### config.mk
export PLATFORM = sky130hd
export DESIGN_NAME = ram_portb_scheduler
export DESIGN_NICKNAME = d
export VERILOG_FILES = /design/src/rtl/ram_portb_scheduler.sv
export SDC_FILE = /design/constraint.sdc
export NUM_CORES = 1
export LEC_CHECK = 0
export CAP_MARGIN = 20
export CORE_AREA = 2 2 66 68
export CTS_BUF_LIST = sky130_fd_sc_hd__clkbuf_16
export DETAILED_ROUTE_END_ITERATION = 6
export DIE_AREA = 0 0 68 70
export GPL_ROUTABILITY_DRIVEN = 0
export PLACE_DENSITY_LB_ADDON = 0.25
export SLEW_MARGIN = 30
export SYNTH_ARGS = -nofsm -noshare
export SYNTH_HDL_FRONTEND = slang
export SYNTH_SLANG_ARGS = --single-unit
### constraint.sdc
create_clock -name Clk -period 3.8 [get_ports Clk]
set_clock_uncertainty 0.2 [all_clocks]
set_input_delay 0.76 -clock Clk [delete_from_list [all_inputs] [get_ports Clk]]
set_output_delay 0.76 -clock Clk [all_outputs]
set_load 0.01 [all_outputs]
### src/rtl/ram_portb_scheduler.sv
// ram_portb_scheduler
// Owns port B of the dual-port data RAM. After reset or on clear_req it
// zero-fills the whole RAM while holding the CPU in reset; otherwise it
// shares port B between two requesters with round-robin arbitration.
module ram_portb_scheduler #(
  parameter int unsigned DATA_WIDTH         = 16,
  parameter int unsigned RAM_REGISTER_COUNT = 1024,
  parameter int unsigned ADDR_WIDTH         = $clog2(RAM_REGISTER_COUNT)
) (
  input  logic                    Clk,
  input  logic                    Reset,
  input  logic                    clear_req,
  output logic                    cpu_hold,
  output logic                    busy_clear,
  input  logic [1:0]              req_valid,
  output logic [1:0]              req_ready,
  input  logic [1:0]              req_we,
  input  logic [2*ADDR_WIDTH-1:0] req_addr,
  input  logic [2*DATA_WIDTH-1:0] req_wdata,
  output logic [1:0]              rsp_valid,
  output logic [DATA_WIDTH-1:0]   rsp_data,
  output logic [ADDR_WIDTH-1:0]   ram_address_b,
  output logic [DATA_WIDTH-1:0]   ram_data_b,
  output logic                    ram_wren_b,
  input  logic [DATA_WIDTH-1:0]   ram_q_b
);

  typedef enum logic {
    ST_CLEAR = 1'b0,
    ST_ARB   = 1'b1
  } state_t;

  // Last sweep address; compared directly so the pointer never wraps.
  localparam logic [ADDR_WIDTH-1:0] PTR_LAST = ADDR_WIDTH'(RAM_REGISTER_COUNT - 1);

  state_t                  r_state;
  state_t                  w_state_nxt;
  logic [ADDR_WIDTH-1:0]   r_ptr;
  logic [ADDR_WIDTH-1:0]   w_ptr_nxt;
  logic                    r_last_grant;
  logic                    w_last_grant_nxt;
  logic [1:0]              r_rsp_valid;
  logic [1:0]              w_rsp_valid_nxt;
  logic                    w_gnt;
  logic [ADDR_WIDTH-1:0]   w_gnt_addr;
  logic [DATA_WIDTH-1:0]   w_gnt_wdata;
  logic                    w_gnt_we;

  // Round-robin pick: a lone requester wins, a tie goes to the one that did not win last.
  assign w_gnt       = (req_valid == 2'b10) || ((req_valid == 2'b11) && !r_last_grant);
  assign w_gnt_addr  = w_gnt ? req_addr[2*ADDR_WIDTH-1:ADDR_WIDTH] : req_addr[ADDR_WIDTH-1:0];
  assign w_gnt_wdata = w_gnt ? req_wdata[2*DATA_WIDTH-1:DATA_WIDTH] : req_wdata[DATA_WIDTH-1:0];
  assign w_gnt_we    = w_gnt ? req_we[1] : req_we[0];

  // Read data is the RAM output passed straight through, qualified by rsp_valid.
  assign rsp_valid = r_rsp_valid;
  assign rsp_data  = ram_q_b;

  // State, sweep pointer, arbitration history and pending read responses.
  always_ff @(posedge Clk) begin
    if (Reset) begin
      r_state      <= ST_CLEAR;
      r_ptr        <= '0;
      r_last_grant <= 1'b1;
      r_rsp_valid  <= '0;
    end else begin
      r_state      <= w_state_nxt;
      r_ptr        <= w_ptr_nxt;
      r_last_grant <= w_last_grant_nxt;
      r_rsp_valid  <= w_rsp_valid_nxt;
    end
  end

  // Next-state and port-B drive: sweep writes in CLEAR, granted transfer in ARB.
  always_comb begin
    w_state_nxt      = r_state;
    w_ptr_nxt        = r_ptr;
    w_last_grant_nxt = r_last_grant;
    w_rsp_valid_nxt  = 2'b00;
    req_ready        = 2'b00;
    ram_address_b    = '0;
    ram_data_b       = '0;
    ram_wren_b       = 1'b0;
    cpu_hold         = 1'b0;
    busy_clear       = 1'b0;

    case (r_state)
      ST_CLEAR: begin
        cpu_hold      = 1'b1;
        busy_clear    = 1'b1;
        ram_wren_b    = 1'b1;
        ram_address_b = r_ptr;
        if (r_ptr == PTR_LAST) begin
          w_state_nxt = ST_ARB;
          w_ptr_nxt   = '0;
        end else begin
          w_ptr_nxt = r_ptr + ADDR_WIDTH'(1);
        end
      end

      ST_ARB: begin
        if (clear_req) begin
          w_state_nxt = ST_CLEAR;
          w_ptr_nxt   = '0;
        end else if (req_valid[w_gnt]) begin
          req_ready        = w_gnt ? 2'b10 : 2'b01;
          ram_address_b    = w_gnt_addr;
          ram_data_b       = w_gnt_wdata;
          ram_wren_b       = w_gnt_we;
          w_last_grant_nxt = w_gnt;
          if (!w_gnt_we) begin
            w_rsp_valid_nxt = w_gnt ? 2'b10 : 2'b01;
          end
        end
      end

      default: begin
        w_state_nxt = ST_CLEAR;
        w_ptr_nxt   = '0;
      end
    endcase
  end

endmodule
Word level (Yosys, flattened, before mapping)

Index checks and enable logic that the tools add are counted.

Input bits: 75
Bits in registers: 14
Output and inout bits: 49
Logic and storage cells: 43

Equal/unequal tests: 4
Order comparisons: 1
Reductions and logical operators: 5
Add/subtract/negate cells: 1
Bitwise operators: 3
Muxes and demuxes: 25

Operators with widths:

| kind                  | count |
|---|---|
| $mux 16               | 4 |
| $mux 10               | 5 |
| $pmux 10 s2           | 2 |
| $add 10x1->10 const B | 1 |
| $eq 10x10->1 const B  | 1 |
| $mux 1                | 8 |
| $mux 2                | 4 |
| $reduce_or 5->1       | 1 |
| $eq 2x2->1 const B    | 2 |
| $pmux 1 s2            | 2 |
| $not 1->1             | 3 |
| $reduce_and 3->1      | 1 |
| $lt 1x2->1 const B    | 1 |
| $ne 2x2->1 const B    | 1 |
| $logic_and 1x1->1     | 1 |
| $logic_not 1->1       | 1 |
| $logic_or 1x1->1      | 1 |

Logic depth before layout (Yosys ltp)

Gate-level depths: netlist of run 1.

Depth in word-level cells: 8
Gate-level depth with buffers: 6
Mapped depth without buffers: 5

Worst setup path after synthesis of run 1

OpenSTA, ideal clock, no wires.

Kind: in2out
From: input port req_valid[0]
To: output port ram_data_b[10]
Path slack: 1.062 ns
Cell stages on the path: 6
Buffers on the path: 2
Arrival time: 1.778 ns
Data required time: 2.840 ns
Cells stage by stage: nand2_1 -> and2_1 -> clkbuf_1 -> clkbuf_1 -> nand2_1 -> a21oi_1

Cells in the longest elaborated chain, start to end: 8
Elaborated cells on any way between the ends: 10
Classes of those cells: eq/ne (2); mux (6); reduce/logical (2)

Ends and longest elaborated chain:

| item                                      | RTL line | RTL |
|---|---|---|
| from (decl)                               | 15       | `input logic [1:0] req_valid,` |
| $eq 2x2->1                                | 50       | `assign w_gnt = (req_valid == 2'b10) \|\| ((req_valid == 2'b11) && !r_last_grant);` |
| $logic_and 1x1->1                         | 50       |  |
| $logic_or 1x1->1                          | 50       |  |
| $mux 1 (implied by the code) (2 in a row) | 105      | `end else if (req_valid[w_gnt]) begin` |
| $mux 16 *                                 | 105      |  |
| $mux 16 *                                 | 102      | `if (clear_req) begin` |
| $mux 16 *                                 | 87       | `case (r_state)` |
| to (decl)                                 | 23       | `output logic [DATA_WIDTH-1:0] ram_data_b,` |

Every way passes the cells marked *; elsewhere a longest branch is shown, timed or not. The select of a mux whose other input is x is not followed.

Worst setup path in the final report of run 1

From: input port req_valid[0]
To: output port ram_address_b[9]

Cells in the longest elaborated chain, start to end: 8
Elaborated cells on any way between the ends: 10
Classes of those cells: eq/ne (2); mux (6); reduce/logical (2)

Ends and longest elaborated chain:

| item                                      | RTL line | RTL |
|---|---|---|
| $eq 2x2->1                                | 50       |  |
| $logic_and 1x1->1                         | 50       |  |
| $logic_or 1x1->1                          | 50       |  |
| $mux 1 (implied by the code) (2 in a row) | 105      |  |
| $mux 10 *                                 | 105      |  |
| $mux 10 *                                 | 102      |  |
| $pmux 10 s2 *                             | 87       |  |
| to (decl)                                 | 22       | `output logic [ADDR_WIDTH-1:0] ram_address_b,` |

Marks and branches as above.

==> run metrics, run 1 <==
slowest stage cell, crit path clkdlybuf4s50_1; # Post-CTS Setup Buffers 0; cts hold-fix bufs 0; via count 1490; Die X 68 um; Post-Route Utilization 52.54%; Worst Hold Path EP r_last_grant; Area Overhead vs Synth 75.94%; #FFs+latches synth 14; Vias/cell 4.934; # Max-Cap Violations 0; CTS tree done; Critical Path Start Type input pin; critical-path cell list clkdlybuf4s50_1, nand2_1, nand2_1, buf_12, mux2i_1, o2bb2ai_1, clkdlybuf4s50_1; clk sinks 14; H-Tree Level Count 1; IO Count 124; clock-pin slew on the worst setup and hold paths 0.04 ns; sequential area share after synthesis 22.65%; routed wire length 3959 um; Avg Inst Size Synth 6.952 sq um; Initial Utilization 29.86%; Hold Crit Class register to register; WP data arrival 2.51 ns; largest net degree at the start of global routing 29; CTS root buffer clkbuf_16; first-pass GRT wire length 5968 um; setup slack, reg-to-reg 1.83 ns; mapped cell area 1237 sq um; yosys warns 0; Post-synth EDFFs 0; final hold violations 0; Slew Limit Headroom 67.79%; fraction of registers with async set/reset 0%; Slew @ Worst Pin 0.4816 ns; crit path kind input pin to output port; final instance area 2177 sq um; total CTS buffers 3; die height 70 um; Setup TNS Final 0 ns; gr ovfl total 0; final setup vio count 0; r2r startpoint r_ptr[1]; area of the multi-input gates 753.2 sq um; port bufs 91; hold path cells 1; Worst R2R End r_ptr[9]; Period minus WS final 3.473 ns; CP max FO 28; register area 280.3 sq um; WL/cell 13.11 um; period utilization 91.40%; fin. max-slew vios 0; hold wc startpoint r_last_grant; die area 4760 sq um; Synth Instances 178; CP required 2.84 ns; Clk Latency, worst-skew pair 0.24 ns; initial antenna violation count 0; routed wl met2 1802 um; core box area 4144 sq um; Post-Place Cell Area 2098 sq um; ant diodes 0; overall routing resource usage 15.72%; post_cts resized 0; HPWL Detailed 3124 um; # rows 24; DRC 0; DRT met1 WL 1645 um; power per cell area 211.5 nW/um^2; CP endpoint kind output port; post-synth cell types 34; share of cells above drive strength 1 4.000%; RSZ-0062 raised after global routing false; met3 wire length 501 um; Fillers 419; top layer in use met4; vias in the first global route 1335; clock tree buffer depth 2; Antenna Nets Post-Route 0; Worst VDD drop 165.6 uV; main flop type after synthesis dfxtp_1; R2R depth 5; outcome finished, final reports clean; Crit path largest cell delay 0.56 ns; Syn Nets 254; nets@finish 327; Pre-Repair DR Iteration Count 4; Lkg Pwr 0.0008472 uW; 1st-iter DRT viols 73; fmax 0.2879 GHz
[synth_stat cells, drive strengths merged, types with 2 or more instances]
cell      n  area, sq um
dfxtp    14        280.3
o22ai     6        37.54
buf      22        158.9
o2bb2ai   4        35.03
a21oi    23        115.1
nand2    37        138.9
o21ai     7        35.03
inv       6        22.52
nor4      2        12.51
clkbuf    6        22.52
nand2b    3        18.77
nand4     4        25.02
a31oi     5        31.28
nand3     2        10.01
a311oi    2        35.04
and4      2        17.52
mux2i    11        110.1
nor2     10        37.54
[routing by layer]
| metal | global-route usage, % | vias to the layer above |
|---|---|---|
| li1 | - | 764 |
| met1 | 18.57 | 656 |
| met2 | 27.94 | 68 |
| met3 | 4.026 | 2 |
| met4 | 3.111 | 0 |
| met5 | 0 | - |
[registers in the layout, summed over array words and instances, names as in the netlist]
signal / count
r_last_grant: 1
r_ptr: 10
r_state: 1
rsp_valid: 2
[cell type report]
type | instances | share of cell area [%]
Tap cell | 52 | 2.989
Clock buffer | 3 | 3.448
Clock inverter | 1 | 0.1724
Multi-Input combinational cell | 129 | 34.60
Sequential cell | 14 | 12.87
Inverter | 7 | 1.207
Timing Repair Buffer | 96 | 44.71
[critical path, delay by kind of cell]
family                 cells  cell delay, ns
AOI/OAI and AO/OA          1            0.16
muxes                      1            0.11
buffers and inverters      3            1.29
and+or+nand+nor            2            0.19
[cell families after synthesis]
family,Yosys count,share of synthesized area (%)
buffers and inverters,35,16.78
AOI/OAI and AO/OA,52,26.90
adders and majority gates,1,1.011
muxes,11,8.898
and+or+nand+nor,64,23.05
DFF,14,22.65
xor gates and xnor gates,1,0.7079
[report_power, final]
group | internal (uW) | switching (uW) | total (uW)
combinational | 75.1 | 34.7 | 110
sequential | 150 | 3.17 | 153
clock | 139 | 58.6 | 197
[metrics by stage]
| stage | power (uW) | hold WS [ns] | setup slack, ns | instances |
|---|---|---|---|---|
| after floorplan | 208.8 | 0.2500 | 1.062 | 178 |
| after global routing | 481.2 | 0.3205 | 0.2121 | 302 |
| after detailed placement | 266.0 | 0.2698 | 0.2975 | 298 |
| after CTS | 463.5 | 0.2803 | 0.2907 | 302 |
| after global placement | 265.3 | 0.2710 | 0.2566 | 298 |
| final | 460.4 | 0.2782 | 0.3266 | 302 |
[worst max path at each step]
stage / from / end / slack [ns] / cells after the start
3_3_place_gp: req_valid[0] / ram_address_b[9] / 0.26 / 7
6_report: req_valid[0] / ram_address_b[9] / 0.33 / 7
5_1_grt: req_valid[0] / ram_address_b[9] / 0.21 / 7
4_1_cts: req_valid[0] / ram_address_b[9] / 0.29 / 7
3_5_place_dp: req_valid[0] / ram_address_b[9] / 0.30 / 7
2_1_floorplan: req_valid[0] / ram_data_b[10] / 1.06 / 6
[placed cells by master (no fill, tap or decap), types with 2 or more instances in the layout]
cell type,netlist,routed
clkdlybuf4s50_1,0,91
nand2_1,37,37
a21oi_1,23,23
dfxtp_1,14,14
mux2i_1,11,11
nor2_1,10,10
inv_1,6,6
o22ai_1,6,6
o21ai_0,5,5
a31oi_1,5,5
o2bb2ai_1,4,4
nand4_1,4,4
nand2b_1,3,3
clkbuf_16,0,3
buf_4,17,3
clkinv_1,1,2
and4_1,2,2
nand3_1,2,2
nor4_1,2,2
buf_12,0,2
Note: power is estimated with default switching activity, not from simulation.
==> run 2, diff against run 1 <==
==> constraint.sdc (replaced) <==
create_clock -name Clk -period 3.8 [get_ports Clk]
set_clock_uncertainty 0.2 [all_clocks]
set_input_delay 0.38 -clock Clk [delete_from_list [all_inputs] [get_ports Clk]]
set_output_delay 0.38 -clock Clk [all_outputs]
set_load 0.01 [all_outputs]
==> run metrics, run 2 (synthesis results as in run 1) <==
register area 280.3 sq um; Crit path largest cell delay 0.59 ns; DRC 0; placed cells 296; cts hold-fix bufs 0; 1st-iter DRT viols 60; Hold Crit Class register to register; outcome finished, final reports clean; Pre-Repair DR Iteration Count 4; largest net degree at the start of global routing 31; Sw Share 21.31%; R2R depth 5; power per cell area 214.9 nW/um^2; post_cts resized 0; H-Tree Level Count 1; fin. max-slew vios 0; period utilization 80.82%; clk sinks 14; HPWL Detailed 3184 um; setup slack, reg-to-reg 1.78 ns; CTS tree done; Fillers 424; slowest stage cell, crit path clkdlybuf4s50_1; total CTS buffers 3; crit path kind input pin to output port; CP required 3.22 ns; Critical Path Start Type input pin; port bufs 91; # rows 24; Post-Place Cell Area 2066 sq um; WL/cell 13.75 um; routed wire length 4124 um; post-route setup slack 0.7289 ns; most frequent cells in the layout 91 x clkdlybuf4s50_1, 37 x nand2_1, 23 x a21oi_1; CP max FO 19; Clk pwr share 43.2%; initial antenna violation count 0; largest reg by FF count r_ptr; core box area 4144 sq um; CTS root buffer clkbuf_16; nets@finish 325; most frequent CP cell clkdlybuf4s50_1; vias in the first global route 1319; die area 4760 sq um; Area Overhead vs Synth 73.31%; hold path cells 2; Cell Int Power 362.7 uW; Antenna Nets Post-Route 0; WP data arrival 2.49 ns; # Max-Cap Violations 0; gr ovfl total 0; IO Count 124; first-pass GRT wire length 6320 um; Clk Latency, worst-skew pair 0.24 ns; via count 1458; most common cell after layout, fill and taps aside clkdlybuf4s50_1; Period minus WS final 3.071 ns; clock-pin slew on the worst setup and hold paths 0.05 ns; final instance area 2145 sq um; critical-path cell list clkdlybuf4s50_1, nand2_1, and2_1, a32oi_1, o21ai_0, clkdlybuf4s50_1; # Post-CTS Setup Buffers 0; Worst Hold Path EP r_ptr[8]; Setup TNS Final 0 ns; Die X 68 um; Seq pwr share 33.2%; ant diodes 0; Initial Utilization 29.86%; die height 70 um; final setup vio count 0; final hold violations 0; overall routing resource usage 16.72%; Worst R2R End r_ptr[9]; Largest register FFs 10; Vias/cell 4.860; area of the multi-input gates 760.7 sq um; Lkg Pwr 0.0008258 uW; r2r startpoint r_ptr[1]; Worst VDD drop 172.1 uV; clock tree buffer depth 2; hold wc startpoint r_ptr[8]; Slew @ Worst Pin 0.7314 ns; CP endpoint kind output port; fmax 0.3256 GHz; Gate power share 23.6%; Non-Filler Instances 300; Slew Limit Headroom 51.06%; share of cells above drive strength 1 3.226%; DP Worst Slack 0.7177 ns; sw power 98.22 uW; RSZ-0062 raised after global routing false
[run 2: cell types whose count changed in the layout (fill, tap and decap cells not counted), sizes merged]
| cell | previous run | this run |
|---|---|---|
| buf | 5 | 3 |
[run 2: routing by layer]
metal  vias up  track usage [%]  part of all wire (%)
li1        756                -                     -
met1       635            21.13                    44
met2        61            27.40                    44
met3         6            4.348                    10
met4         0            4.889                   1.1
met5         -                0                     0
[run 2: power groups by stage]
| stage | logic [uW] | registers, uW | clock network, uW |
|---|---|---|---|
| 3_5_place_dp | 109 | 156 | 0 |
| 2_1_floorplan | 54.0 | 155 | 0 |
| 6_report | 109 | 153 | 199 |
| 3_3_place_gp | 107 | 156 | 0 |
| 4_1_cts | 109 | 153 | 206 |
| 5_1_grt | 118 | 153 | 211 |
[run 2: how the worst max path moves through the flow]
stage,from,end,cells after the start
2_1_floorplan,req_valid[0],ram_data_b[10],6
3_3_place_gp,req_valid[0],ram_address_b[7],4
3_5_place_dp,req_valid[0],ram_wren_b,6
4_1_cts,req_valid[0],ram_wren_b,6
5_1_grt,req_valid[0],ram_wren_b,6
6_report,req_valid[0],ram_wren_b,6
[run 2: layout make-up]
| class | count | share of cell area, % |
|---|---|---|
| Clock buffer | 3 | 3.501 |
| Clock inverter | 1 | 0.1750 |
| Inverter | 7 | 1.225 |
| Multi-Input combinational cell | 129 | 35.47 |
| Sequential cell | 14 | 13.07 |
| Tap cell | 52 | 3.034 |
| Timing Repair Buffer | 94 | 43.52 |
[run 2: critical path: cells and delay by family]
family | cells | cell delay, ns
AO/OA/AOI/OAI | 2 | 0.34
buffers and inverters | 2 | 1.09
AND/OR/NAND/NOR | 2 | 0.67
[run 2: stage by stage]
stage	hold slack [ns]	total power, uW	utilization, %
after floorplan	0.2500	208.8	-
after detailed placement	0.2763	264.4	49.85
after CTS	0.2888	468.7	51.75
final	0.2901	460.9	51.75
after global routing	0.3154	482.4	51.75
after global placement	0.2728	263.1	49.67
